**config.mk**
```make
export PLATFORM = sky130hd
export DESIGN_NAME = clk_period_meter_flat
export DESIGN_NICKNAME = d
export VERILOG_FILES = /design/src/rtl/clk_period_meter_pkg.sv /design/src/rtl/clk_period_meter_if.sv /design/src/rtl/clk_period_meter_sig_sync_edge.sv /design/src/rtl/clk_period_meter.sv /design/src/flat_wrapper.sv
export SDC_FILE = /design/constraint.sdc
export NUM_CORES = 1
export LEC_CHECK = 0
export ABC_AREA = 1
export BUFFER_PORTS_ARGS = -buffer_cell sky130_fd_sc_hd__buf_2
export CORE_MARGIN = 2
export CORE_UTILIZATION = 50
export CTS_BUF_LIST = sky130_fd_sc_hd__clkbuf_4
export CTS_CLUSTER_DIAMETER = 100
export DETAILED_ROUTE_END_ITERATION = 12
export PLACE_DENSITY = 0.72
export SYNTH_ARGS = -nofsm -noshare
export SYNTH_HDL_FRONTEND = slang
export SYNTH_SLANG_ARGS = --single-unit
```
**constraint.sdc**
```tcl
create_clock -name inclk -period 4.95 [get_ports inclk]
set_input_delay 0.7425 -clock inclk [delete_from_list [all_inputs] [get_ports inclk]]
set_output_delay 0.7425 -clock inclk [all_outputs]
set_load 0.02 [all_outputs]
```
**src/rtl/clk_period_meter_pkg.sv**
```systemverilog
// rtl/clk_period_meter_pkg.sv - shared types, constants and helpers for the period meter
package clk_period_meter_pkg;

    localparam int DEFAULT_WIDTH = 32;

    typedef enum logic [1:0] {
        ST_IDLE = 2'd0,
        ST_ARM  = 2'd1,
        ST_HIGH = 2'd2,
        ST_LOW  = 2'd3
    } meter_state_t;

    // Adds two values of w bits (w <= 64) and clamps the result to all-ones.
    function automatic logic [63:0] sat_add(input logic [63:0] a, input logic [63:0] b, input int w);
        logic [64:0] sum;
        logic [63:0] max_val;
        sum     = {1'b0, a} + {1'b0, b};
        max_val = (w >= 64) ? '1 : ((64'd1 << w) - 64'd1);
        return (sum > {1'b0, max_val}) ? max_val : sum[63:0];
    endfunction

endpackage

```
**src/rtl/clk_period_meter_if.sv**
```systemverilog
// rtl/clk_period_meter_if.sv - control and result bundle of the period meter
interface clk_period_meter_if import clk_period_meter_pkg::*; #(
    parameter int WIDTH = DEFAULT_WIDTH
) ();

    logic             enable;
    logic [WIDTH-1:0] timeout_count;
    logic [WIDTH-1:0] high_count;
    logic [WIDTH-1:0] low_count;
    logic [WIDTH-1:0] period_count;
    logic             meas_valid;
    logic             timeout;
    logic             signal_present;

    modport master (
        output enable, timeout_count,
        input  high_count, low_count, period_count, meas_valid, timeout, signal_present
    );

    modport slave (
        input  enable, timeout_count,
        output high_count, low_count, period_count, meas_valid, timeout, signal_present
    );

endinterface

```
**src/rtl/clk_period_meter_sig_sync_edge.sv**
```systemverilog
// rtl/clk_period_meter_sig_sync_edge.sv - synchronizer plus history flop with rise/fall strobes
module sig_sync_edge #(
    parameter int SYNC_STAGES = 2
) (
    input  logic inclk,
    input  logic Reset,
    input  logic sig_in,
    output logic sync_level,
    output logic rise,
    output logic fall
);

    logic [SYNC_STAGES-1:0] sync_r;
    logic                   hist_r;

    always_ff @(posedge inclk) begin
        if (Reset) begin
            sync_r <= '0;
            hist_r <= 1'b0;
        end else begin
            sync_r <= {sync_r[SYNC_STAGES-2:0], sig_in};
            hist_r <= sync_r[SYNC_STAGES-1];
        end
    end

    assign sync_level = sync_r[SYNC_STAGES-1];
    assign rise       = sync_level & ~hist_r;
    assign fall       = ~sync_level & hist_r;

endmodule

```
**src/rtl/clk_period_meter.sv**
```systemverilog
// rtl/clk_period_meter.sv - recovers high, low and full period counts of a slow square wave
module clk_period_meter import clk_period_meter_pkg::*; #(
    parameter int WIDTH       = DEFAULT_WIDTH,
    parameter int SYNC_STAGES = 2
) (
    input  logic             inclk,
    input  logic             Reset,
    input  logic             sig_in,
    clk_period_meter_if.slave bus
);

    localparam logic [WIDTH-1:0] CNT_ONE = WIDTH'(1);

    meter_state_t     state_q, state_d;
    logic [WIDTH-1:0] cnt_q, cnt_d, cnt_inc;
    logic [WIDTH-1:0] high_tmp_q, high_tmp_d;
    logic [WIDTH-1:0] high_q, high_d, low_q, low_d, period_q, period_d;
    logic             valid_q, valid_d, tmo_q, tmo_d, present_q, present_d;
    logic             sync_level, rise, fall, timeout_hit;

    sig_sync_edge #(.SYNC_STAGES(SYNC_STAGES)) u_sync (
        .inclk      (inclk),
        .Reset      (Reset),
        .sig_in     (sig_in),
        .sync_level (sync_level),
        .rise       (rise),
        .fall       (fall)
    );

    assign cnt_inc     = (cnt_q == '1) ? cnt_q : cnt_q + CNT_ONE;
    assign timeout_hit = (bus.timeout_count != '0) && (cnt_q >= bus.timeout_count);

    always_comb begin
        state_d    = state_q;
        cnt_d      = cnt_inc;
        high_tmp_d = high_tmp_q;
        high_d     = high_q;
        low_d      = low_q;
        period_d   = period_q;
        valid_d    = 1'b0;
        tmo_d      = 1'b0;
        present_d  = present_q;

        if (!bus.enable) begin
            state_d   = ST_IDLE;
            cnt_d     = '0;
            present_d = 1'b0;
        end else if (state_q == ST_IDLE) begin
            state_d = ST_ARM;
            cnt_d   = '0;
        end else if (timeout_hit) begin
            // Timeout beats a coincident edge; the counter restarts so it fires once per window.
            tmo_d     = 1'b1;
            present_d = 1'b0;
            state_d   = ST_ARM;
            cnt_d     = CNT_ONE;
        end else begin
            case (state_q)
                ST_ARM: begin
                    if (rise) begin
                        state_d = ST_HIGH;
                        cnt_d   = CNT_ONE;
                    end else if (fall) begin
                        cnt_d = CNT_ONE;
                    end
                end
                ST_HIGH: begin
                    if (fall) begin
                        high_tmp_d = cnt_q;
                        state_d    = ST_LOW;
                        cnt_d      = CNT_ONE;
                    end
                end
                ST_LOW: begin
                    if (rise) begin
                        high_d    = high_tmp_q;
                        low_d     = cnt_q;
                        period_d  = WIDTH'(sat_add(64'(high_tmp_q), 64'(cnt_q), WIDTH));
                        valid_d   = 1'b1;
                        present_d = 1'b1;
                        state_d   = ST_HIGH;
                        cnt_d     = CNT_ONE;
                    end
                end
                default: state_d = ST_IDLE;
            endcase
        end
    end

    always_ff @(posedge inclk) begin
        if (Reset) begin
            state_q    <= ST_IDLE;
            cnt_q      <= '0;
            high_tmp_q <= '0;
            high_q     <= '0;
            low_q      <= '0;
            period_q   <= '0;
            valid_q    <= 1'b0;
            tmo_q      <= 1'b0;
            present_q  <= 1'b0;
        end else begin
            state_q    <= state_d;
            cnt_q      <= cnt_d;
            high_tmp_q <= high_tmp_d;
            high_q     <= high_d;
            low_q      <= low_d;
            period_q   <= period_d;
            valid_q    <= valid_d;
            tmo_q      <= tmo_d;
            present_q  <= present_d;
        end
    end

    assign bus.high_count     = high_q;
    assign bus.low_count      = low_q;
    assign bus.period_count   = period_q;
    assign bus.meas_valid     = valid_q;
    assign bus.timeout        = tmo_q;
    assign bus.signal_present = present_q;

endmodule

```
**src/flat_wrapper.sv**
```systemverilog
// flat-port wrapper written by rule: the top's interface ports become plain ports
module clk_period_meter_flat import clk_period_meter_pkg::*;
#(
    parameter int WIDTH       = DEFAULT_WIDTH,
    parameter int SYNC_STAGES = 2
)
  (inclk, Reset, sig_in, bus_enable, bus_timeout_count, bus_high_count, bus_low_count, bus_period_count, bus_meas_valid, bus_timeout, bus_signal_present);
  clk_period_meter_if #(.WIDTH(WIDTH)) bus_i ();
  input  logic inclk;
  input  logic Reset;
  input  logic sig_in;
  input wire logic [$bits(bus_i.enable)-1:0] bus_enable;
  input wire logic [$bits(bus_i.timeout_count)-1:0] bus_timeout_count;
  output wire logic [$bits(bus_i.high_count)-1:0] bus_high_count;
  output wire logic [$bits(bus_i.low_count)-1:0] bus_low_count;
  output wire logic [$bits(bus_i.period_count)-1:0] bus_period_count;
  output wire logic [$bits(bus_i.meas_valid)-1:0] bus_meas_valid;
  output wire logic [$bits(bus_i.timeout)-1:0] bus_timeout;
  output wire logic [$bits(bus_i.signal_present)-1:0] bus_signal_present;
  assign bus_i.enable = bus_enable;
  assign bus_i.timeout_count = bus_timeout_count;
  assign bus_high_count = bus_i.high_count;
  assign bus_low_count = bus_i.low_count;
  assign bus_period_count = bus_i.period_count;
  assign bus_meas_valid = bus_i.meas_valid;
  assign bus_timeout = bus_i.timeout;
  assign bus_signal_present = bus_i.signal_present;
  clk_period_meter #(.WIDTH(WIDTH), .SYNC_STAGES(SYNC_STAGES)) u_core (.inclk(inclk), .Reset(Reset), .sig_in(sig_in), .bus(bus_i));
endmodule
```
**After elaboration in Yosys (flattened, before gate mapping)**

Index checks and enable logic that the tools add are counted.

- $add $sub $neg: 2
- Order comparisons: 2
- Eq/ne operators: 8
- Muxes and demuxes: 17
- Bitwise logic cells: 8
- Reduce and logical (&&, ||, !) cells: 15

Operators with widths:

| cell | number |
|---|---|
| two-way mux 32 bit | 5 |
| case mux 32 bit (3 select lines) | 1 |
| adder 32 x 32 -> 33 bit | 1 |
| greater-than comparator 33 x 32 -> 1 bit, second input constant | 1 |
| adder 32 x 1 -> 32 bit, second input constant | 1 |
| == test 32 bit, second input constant | 1 |
| greater-or-equal comparator 32 bit | 1 |
| nonzero test 32 bit | 1 |
| AND reduction 5 bit | 2 |
| two-way mux 1 bit | 8 |
| inequality test 4 x 1 -> 1 bit, second input constant | 2 |
| inverter 1 bit | 6 |
| OR reduction 5 bit | 1 |
| == test 2 bit, second input constant | 2 |
| two-way mux 2 bit | 2 |
| inequality test 2 x 1 -> 1 bit, second input constant | 2 |
| case mux 2 bit (2 select lines) | 1 |
| AND reduction 2 bit | 2 |
| nonzero test 2 bit | 2 |
| OR reduction 2 bit | 2 |
| OR reduction 4 bit | 1 |
| AND reduction 3 bit | 1 |
| OR reduction 3 bit | 1 |
| AND 1 bit | 2 |
| other kinds (3) | 3 |

- Flip-flop bits (word level): 168
- Input port bits: 36
- Output and inout bits: 99

**Depth between registers and ports, before layout**

Gate-level depths: netlist of the first run.

- Word-level depth: 6
- Gate-level depth with buffers: 20
- Gate-level depth less buffers: 18

**Hierarchy**

From an unflattened synthesis of the first run, not the netlist that was laid out.

- Cell total of the unflattened synthesis: 1,688
- Area, all modules: 10,423.7 um^2

Modules (own cells, without submodules):

| module | instances | cells an instance | area an instance (um^2) | sequential area each (um^2) |
|---|---|---|---|---|
| clk_period_meter | 1 | 1,676 | 10,329.9 | 3,303.2 |
| sig_sync_edge | 1 | 12 | 93.8 | 60.1 |

**Worst setup path before layout of the first run**

No wires, ideal clock.

- Path type: in2reg
- Start point: input port bus_timeout_count[23]
- End point: register u_core.period_q[25], in the netlist u_core.bus.period_count[25]
- Setup time: 114 ps
- Data arrival time: 2,256 ps
- Data required time: 4,836 ps
- Path slack: 2,580 ps
- Stages on the path: 13
- Buffers on the path: 2
- Cells stage by stage: inv_1 -> ha_1 -> a21oi_1 -> o21a_1 -> nand2_1 -> a21oi_1 -> nand3_2 -> nand2_4 -> nand3_4 -> buf_12 -> buf_6 -> nor2_1 -> nor2_2

- Word-level cells in the longest chain between the ends: 4
- Elaborated cells on any way between the ends: 5

Ends and longest elaborated chain:

| element | RTL line | source |
|---|---|---|
| from (decl) | flat_wrapper.sv:13 | `input wire logic [$bits(bus_i.timeout_count)-1:0] bus_timeout_count;` |
| greater-or-equal comparator 32 bit or nonzero test 32 bit (tied branches) | clk_period_meter.sv:31 | `assign timeout_hit = (bus.timeout_count != '0) && (cnt_q >= bus.timeout_count);` |
| logical AND 1 bit * | clk_period_meter.sv:31 |  |
| inverter 1 bit (no line) * | n/a |  |
| AND reduction 5 bit (no line) * | n/a |  |
| to (signal assigned) | clk_period_meter.sv:107 | `period_q <= period_d;` |
| to (decl) | clk_period_meter.sv:17 | `logic [WIDTH-1:0] high_q, high_d, low_q, low_d, period_q, period_d;` |

Every way passes the cells marked *; elsewhere a longest branch is shown, timed or not.
A chain may end at the register's enable or synchronous reset.

**Final worst setup path of the first run**

- Start point: register u_core.cnt_q[18]
- End point: register u_core.cnt_q[31]

- Word-level cells in the longest chain between the ends: 5
- Elaborated cells on any way between the ends: 10

Ends and longest elaborated chain:

| element | RTL line | source |
|---|---|---|
| from (decl) | clk_period_meter.sv:15 | `logic [WIDTH-1:0] cnt_q, cnt_d, cnt_inc;` |
| from (signal assigned) | clk_period_meter.sv:103 | `cnt_q <= cnt_d;` |
| adder 32 x 1 -> 32 bit or == test 32 bit (tied branches) | clk_period_meter.sv:30 | `assign cnt_inc = (cnt_q == '1) ? cnt_q : cnt_q + CNT_ONE;` |
| two-way mux 32 bit | clk_period_meter.sv:30 |  |
| two-way mux 32 bit | clk_period_meter.sv:63, clk_period_meter.sv:68 |  |
| two-way mux 32 bit | clk_period_meter.sv:60 | `if (rise) begin` |
| case mux 32 bit (3 select lines) | clk_period_meter.sv:58 | `case (state_q)` |

Parallel ways exist; a longest one is shown, timed or not.

==> key figures, run 1 <==
GRT
  • Vias in the first global route: approximately 9400
  • First-pass GRT wire length: 46.0 mm
  • Global Route Usage Sum: 23.9%
  • Antenna violations before repair: 1
  • GRT overflow: 0
  • Largest net degree at the start of global routing: 85

Detailed routing
  • First-iteration detailed-routing DRC count: 609
  • Antenna Violating Nets Remaining: 0
  • TritonRoute pass-1 iters: 6
  • Post-Route WL: 27.8 mm
  • Vias per cell: 4.89
  • # DRC: 0
  • WL/cell: 13.4 um
  • DR vias: 10148

Timing
  • Final hold violation count: 0
  • Setup TNS: 0 ns
  • Fin. max-slew vios: 0
  • RSZ-0062 raised after global routing: no
  • Slew of the pin with the lowest slew margin: 1.24 ns
  • Final Skew: around 0.026 ns
  • Worst rel slew slack: between 10% and 20%
  • Timing-limited maximum frequency: 307 MHz
  • Final worst path period share: 65.8%
  • Tmin final: 3.26 ns
  • Setup violations, final: 0

Clocking
  • Clock root buffer: clkbuf_4
  • Postcts setup bufs: 0
  • Num CTS Buffers: 17
  • Sink Count: between 150 and 200
  • Hold buffer count at CTS: 0
  • Post_cts resized: 0
  • TritonCTS clock tree: yes
  • Clock-pin slew on the worst setup and hold paths: 0.15 ns
  • CTS max path bufs: 2
  • H-Tree Level Count: 4
  • Clock latency on the worst-skew pair: 0.58 ns

Worst setup path
  • Worst reg2reg startpoint: u_core.cnt_q[18]$_SDFF_PP0_
  • CP max stage delay: about 0.67 ns
  • WP buf/inv: 2
  • CP max FO: 29
  • CP arrival: 3.73 ns
  • Crit path top cell by count: nand2_1
  • Flop-to-flop setup slack: about 1.7 ns
  • R2R Path End: u_core.cnt_q[31]$_SDFF_PP0_
  • WP data required: 5.42 ns
  • Slowest cell on the critical path: nand2_1
  • CP Capture Type: flop
  • Cell Chain, Critical Path: ha_1, nand2_1, inv_2, nand2_1, nand2_1, nand2_1, nand2_1, a21oi_1, nand3_2, nand2_4, nand2_2, inv_2, nand2_1, a21oi_1
  • Crit path max-delay family: simple AND/OR/NAND/NOR gates
  • Reg2reg path depth: 14
  • WS Path Type: flop to flop
  • Crit path launch type: flop

Floorplanning
  • Core area: 21700 um2
  • Starting Density: 50.8%
  • Die height: 152 um
  • Die Area: between 20000 and 25000 um2
  • Standard-cell rows: between 50 and 60
  • DIE WIDTH: 152 um
  • IO Pins: 135

Pwr
  • LEAKAGE: 6.58 nW
  • Power per cell area: 192 nW/um2
  • Max IR drop VDD: 0.117 mV

Layout
  • Area Growth Syn to Fin: 9.38%
  • Post-Layout Cell Count: 2077
  • Layout cells sized above 1: roughly a fifth
  • Design area: 12000 um2
  • Utilization after layout: 55.5%
  • Fillers: 2179
  • Final nets: 1885

Synth
  • Count of yosys warnings during synthesis: 0
  • Sequential fraction of the synthesis area: 30.6%
  • Cell Area, Synth: 11000 um2
  • Syn_area_per_cell: about 6.6 um2
  • Syn_nets: about 1800
  • Synth unique cells: 42
  • #FFs+latches synth: 168
  • Synthesized instance count: 1672

Placed design
  • Post-DP HPWL: 21.1 mm
  • PortBufs: 134
  • RePlAce Congestion: around 0.9
  • Dpl cell area: 11700 um2
  • Dpl cells: 2044

Worst hold path
  • Hold crit path type: input port to flop
  • Min-Delay Endpoint: u_core.u_sync.sync_r[0]$_SDFF_PP0_
  • Hold Crit Start: sig_in
  • Worst Hold Path Cells: 3

Status
  • Status: complete, no violations

Run
  • Maxcap violations: 0
worst max-delay path by stage:
stage | start | endpoint | slack [ns] | cells past startpoint
5_1_grt | u_core.cnt_q[18]$_SDFF_PP0_ | u_core.cnt_q[31]$_SDFF_PP0_ | 1.51 | 14
3_5_place_dp | bus_timeout_count[23] | u_core.cnt_q[31]$_SDFF_PP0_ | 1.49 | 13
4_1_cts | u_core.cnt_q[18]$_SDFF_PP0_ | u_core.cnt_q[31]$_SDFF_PP0_ | 1.75 | 14
3_3_place_gp | bus_timeout_count[23] | u_core.cnt_q[28]$_SDFF_PP0_ | 1.56 | 14
6_report | u_core.cnt_q[18]$_SDFF_PP0_ | u_core.cnt_q[31]$_SDFF_PP0_ | 1.69 | 14
2_1_floorplan | bus_timeout_count[23] | u_core.bus.period_count[25]$_SDFFE_PP0P_ | 2.58 | 13
flip-flops by register name (all words and copies together), names as in the netlist:
register                   cells
u_core.bus.high_count         32
u_core.bus.low_count          32
u_core.bus.period_count       32
u_core.cnt_q                  32
u_core.high_tmp_q             32
u_core.state_q                 2
u_core.u_sync.sync_r           2
u_core.bus.meas_valid          1
u_core.bus.signal_present      1
u_core.bus.timeout             1
u_core.u_sync.hist_r           1
Yosys cell counts:
cell | count | area, um2
a21o_1 | 4 | 30.0
a31oi_1 | 1 | 6.26
a21oi_2 | 10 | 87.6
buf_8 | 5 | 75.1
a21boi_1 | 1 | 7.51
inv_2 | 16 | 60.1
fa_1 | 1 | 20.0
o31ai_1 | 1 | 7.51
dfxtp_1 | 168 | 3360
xnor2_1 | 18 | 158
buf_1 | 3 | 11.3
inv_1 | 242 | 908
ha_1 | 65 | 813
xor2_1 | 19 | 166
nor2_4 | 1 | 11.3
o21bai_1 | 2 | 15.0
a21oi_1 | 64 | 320
a21oi_4 | 1 | 16.3
o21ai_1 | 6 | 30.0
nand3_4 | 1 | 17.5
o21ai_0 | 23 | 115
buf_4 | 4 | 30.0
nand3_2 | 2 | 20.0
o22ai_1 | 1 | 6.26
nand2_2 | 56 | 350
o21a_1 | 4 | 30.0
buf_6 | 3 | 33.8
nand3_1 | 59 | 295
nor3_2 | 4 | 40.0
clkbuf_1 | 7 | 26.3
o211ai_1 | 1 | 7.51
nor4_1 | 9 | 56.3
nand4_2 | 1 | 12.5
nor3_1 | 21 | 105
buf_2 | 25 | 125
nor2_2 | 67 | 419
nor2_1 | 291 | 1090
nand2_4 | 31 | 349
nand4_1 | 20 | 125
buf_12 | 5 | 100
nand2_1 | 408 | 1530
nor4_2 | 1 | 12.5
routing by layer:
metal	global-route usage, %	share of wire [%]	vias up
met5	0	0	-
met4	8.23	2.5	0
met3	4.27	5.4	58
met2	40.6	48	242
met1	30.7	45	4518
li1	-	-	5330
logic make-up after synthesis:
family	after synthesis	synth area share, %
simple gates	972	40.3
buf+inv	310	12.4
xor+xnor	37	2.94
flops	168	30.6
compound gates	119	6.17
fa+ha+maj	66	7.57
worst min-delay path, stage by stage:
cell    delay, ns
buf_2        0.09
inv_1        0.04
nor2_1       0.03
area by class of cell:
type,instances,area (um2),share of cell area [%]
antenna,1,2.50,0.0208
clock inverter,14,173,1.43
multi-input combinational,1194,6270,52.1
inverter,258,971,8.06
sequential,168,3360,27.9
tap,280,350,2.91
clock buffer,18,135,1.12
timing repair buffer,144,771,6.40
cell usage in the layout, fill, tap and decap left out, types with 19 or more instances in the layout:
master and n:
nor3_1 21, nand2_1 408, o21ai_0 23, buf_2 134
dfxtp_1 168, nand2_4 31, nand3_1 59, nand2_2 56
nand4_1 20, nor2_2 67, inv_1 241, ha_1 65
xor2_1 19, nor2_1 291, a21oi_1 64
through the flow:
step	hold WS (ns)	power, W	setup WS [ns]
after CTS	0.327	0.00233	1.75
after floorplan	0.388	0.00143	2.58
after detailed placement	0.412	0.00146	1.49
after global routing	0.334	0.00239	1.51
after global placement	0.406	0.00146	1.56
final	0.351	0.00231	1.69
report_power, final:
group          switching, W  leakage (nW)  internal [W]  total [W]
registers        0.00000193          1.35       0.00135    0.00136
logic             0.0000515          5.06     0.0000230  0.0000745
clock network      0.000518         0.168      0.000361   0.000879
Note: power is estimated with default switching activity, not from simulation.
==> inputs of run 2 (changes only) <==
--- a/config.mk
+++ b/config.mk
@@ -12,7 +12,7 @@
 export CTS_BUF_LIST = sky130_fd_sc_hd__clkbuf_4
 export CTS_CLUSTER_DIAMETER = 100
 export DETAILED_ROUTE_END_ITERATION = 12
-export PLACE_DENSITY = 0.72
+export PLACE_DENSITY = 0.75
 export SYNTH_ARGS = -nofsm -noshare
 export SYNTH_HDL_FRONTEND = slang
 export SYNTH_SLANG_ARGS = --single-unit
==> constraint.sdc (replaced) <==
create_clock -name inclk -period 2.75 [get_ports inclk]
set_input_delay 0.4125 -clock inclk [delete_from_list [all_inputs] [get_ports inclk]]
set_output_delay 0.4125 -clock inclk [all_outputs]
set_load 0.02 [all_outputs]
==> key figures, run 2 (synthesis results as in run 1) <==
GRT
  • Largest net degree at the start of global routing: 65 (-24%)
  • GRT overflow: 0 (unchanged)
  • First-pass GRT wire length: 49.0 mm (+6.5%)
  • Vias in the first global route: 9846 (+4.5%)
  • Global Route Usage Sum: 25.9% (+2.0 points)
  • Antenna violations before repair: 1 (unchanged)

Worst setup path
  • WS Path Type: flop to flop
  • Cell Chain, Critical Path: ha_1, a21oi_1, o21a_1, nand2_1, a21oi_1, nand3_2, nand2_4, nand2_2, inv_2, nand2_1, buf_4, nor2_1
  • WP data required: 3.27 ns (-2.15 ns)
  • CP max FO: 29 (unchanged)
  • Slowest cell on the critical path: dfxtp_1
  • CP Capture Type: flop
  • CP max stage delay: 0.60 ns (-0.07 ns)
  • CP arrival: 3.13 ns (-0.60 ns)
  • WP buf/inv: 2 (unchanged)
  • Crit path launch type: flop
  • Crit path max-delay family: simple AND/OR/NAND/NOR gates

Floorplanning
  • Core area: 21700 um2 (unchanged)
  • Standard-cell rows: 54 (unchanged)
  • IO Pins: 135 (unchanged)
  • Starting Density: 50.8% (unchanged)
  • Die height: 152 um (unchanged)
  • Die Area: 23200 um2 (unchanged)
  • DIE WIDTH: 152 um (unchanged)

Clocking
  • CTS max path bufs: 2 (unchanged)
  • Num CTS Buffers: 17 (unchanged)
  • Postcts setup bufs: 0 (unchanged)
  • Clock root buffer: clkbuf_4
  • H-Tree Level Count: 4 (unchanged)
  • TritonCTS clock tree: yes
  • Clock-pin slew on the worst setup and hold paths: 0.15 ns (about the same)
  • Clock latency on the worst-skew pair: 0.61 ns (+0.03 ns)
  • Sink Count: 168 (unchanged)

Timing
  • Final worst path period share: 95.1% (+29 points)
  • RSZ-0062 raised after global routing: no
  • Final hold violation count: 0 (unchanged)
  • Tmin final: 2.61 ns (-0.644 ns)
  • Setup TNS: 0 ns (unchanged)
  • Fin. max-slew vios: 0 (unchanged)
  • Setup violations, final: 0 (unchanged)
  • Worst rel slew slack: 66.5% (+49 points)
  • Slew of the pin with the lowest slew margin: 0.500 ns (-0.739 ns)
  • Timing-limited maximum frequency: 383 MHz (+25%)
  • Final WS setup: 0.136 ns (-1.56 ns)
  • Final Skew: 0.0195 ns (-0.00627 ns)

Run
  • Maxcap violations: 0 (unchanged)

Detailed routing
  • WL/cell: 14.1 um (+5.4%)
  • Antenna Violating Nets Remaining: 0 (unchanged)
  • Vias per cell: 4.91 (+0.53%)
  • Post-Route WL: 30.3 mm (+9.0%)
  • # DRC: 0 (unchanged)
  • First-iteration detailed-routing DRC count: 667 (+9.5%)
  • TritonRoute pass-1 iters: 5 (-1)
  • DR vias: 10546 (+3.9%)

Pwr
  • Proportion of power drawn by flip-flops and latches: 59.6% (+0.9 points)
  • Max IR drop VDD: 0.204 mV (+75%)
  • LEAKAGE: 6.95 nW (+5.6%)
  • Tot Pwr: 0.00409 W (+77%)
  • Internal: 0.00304 W (+75%)
  • Clock power frac: 36.8% (-1.3 points)
  • Psw: 0.00105 W (+83%)
  • Power per cell area: 324 nW/um2 (+69%)
  • Comb pwr share: 3.6% (+0.4 points)
  • Sw Ratio: 25.6% (+0.87 points)

Status
  • Status: complete, no violations

Layout
  • Commonest non-fill, non-tap cell in the layout: nand2_1
  • Utilization after layout: 58.3% (+2.8 points)
  • Fillers: 2125 (-2.5%)
  • Layout cells sized above 1: 23.3% (+2.8 points)
  • Area Growth Syn to Fin: 14.8%
  • Most frequent cells in the layout: 408 x nand2_1, 291 x nor2_1, 241 x inv_1
  • Final nets: 1955 (+3.7%)

Worst hold path
  • Hold crit path type: input port to flop

Placed design
  • RePlAce Congestion: 0.934 (+3.0%)
  • Post-DP HPWL: 23.5 mm (+11%)
  • PortBufs: 134 (unchanged)
  • Post-Place Worst Slack: 0.143 ns (-1.35 ns)
run 2: cell type report:
class | count | area (um2) | share of cell area (%)
Antenna cell | 1 | 2.50 | 0.0198
Inverter | 258 | 971 | 7.68
Clock inverter | 14 | 146 | 1.16
Multi-Input combinational cell | 1195 | 6290 | 49.8
Timing Repair Buffer | 213 | 1380 | 10.9
Tap cell | 280 | 350 | 2.77
Sequential cell | 168 | 3360 | 26.6
Clock buffer | 18 | 135 | 1.07
run 2: power by group through the flow:
| stage | sequential (W) | combinational [W] | clock [W] |
|---|---|---|---|
| floorplan | 0.00249 | 0.0000879 | 0 |
| global placement | 0.00249 | 0.000143 | 0 |
| detailed placement | 0.00249 | 0.000145 | 0 |
| CTS | 0.00244 | 0.000148 | 0.00155 |
| global route | 0.00244 | 0.000165 | 0.00164 |
| finish | 0.00244 | 0.000147 | 0.00150 |
run 2: what timing repair did:
| action | 4_1_cts | 5_1_grt |
|---|---|---|
| endpoints found under the hold margin | 2 | 0 |
| resized for setup | 0 | 1 |
| hold buffers | 2 | 0 |
| setup endpoints to repair | 0 | 18 |
run 2: through the flow:
| step | area, um2 | cells | hold slack, ns |
|---|---|---|---|
| 3_3_place_gp | 12300 | 2111 | 0.391 |
| 4_1_cts | 12600 | 2145 | 0.151 |
| 3_5_place_dp | 12300 | 2111 | 0.399 |
| 6_report | 12600 | 2147 | 0.181 |
| 5_1_grt | 12600 | 2147 | 0.179 |
| 2_1_floorplan | 11000 | 1672 | 0.388 |
run 2: routing by layer:
layer | part of all wire [%] | vias to the layer above | routed length [um] | track usage, %
met5 | 0 | - | 0 | 0
met4 | 1.9 | 0 | 572 | 6.94
met3 | 5.5 | 48 | 1660 | 4.58
met2 | 47 | 282 | 14200 | 42.7
met1 | 46 | 4741 | 13900 | 35.2
li1 | - | 5475 | - | -
run 2: path summary, 6_finish.rpt:
check | slack (ns) | depth (start not counted) | endpoint | start
worst max-delay path | 0.14 | 12 | u_core.cnt_q[3]$_SDFF_PP0_ | u_core.cnt_q[31]$_SDFF_PP0_
worst min register to register | 0.42 | 2 | u_core.u_sync.sync_r[1]$_SDFF_PP0_ | u_core.u_sync.sync_r[0]$_SDFF_PP0_
worst max register to register | 0.14 | 12 | u_core.cnt_q[3]$_SDFF_PP0_ | u_core.cnt_q[31]$_SDFF_PP0_
worst min-delay path | 0.18 | 5 | u_core.bus.signal_present$_SDFFE_PP0P_ | bus_enable
run 2: worst register-to-register path, stage by stage, from the launching register on:
cell and delay, ns:
dfxtp_1 0.60, ha_1 0.32, a21oi_1 0.13, o21a_1 0.13, nand2_1 0.05, a21oi_1 0.26
nand3_2 0.15, nand2_4 0.13, nand2_2 0.10, inv_2 0.07, nand2_1 0.04, buf_4 0.25
nor2_1 0.28
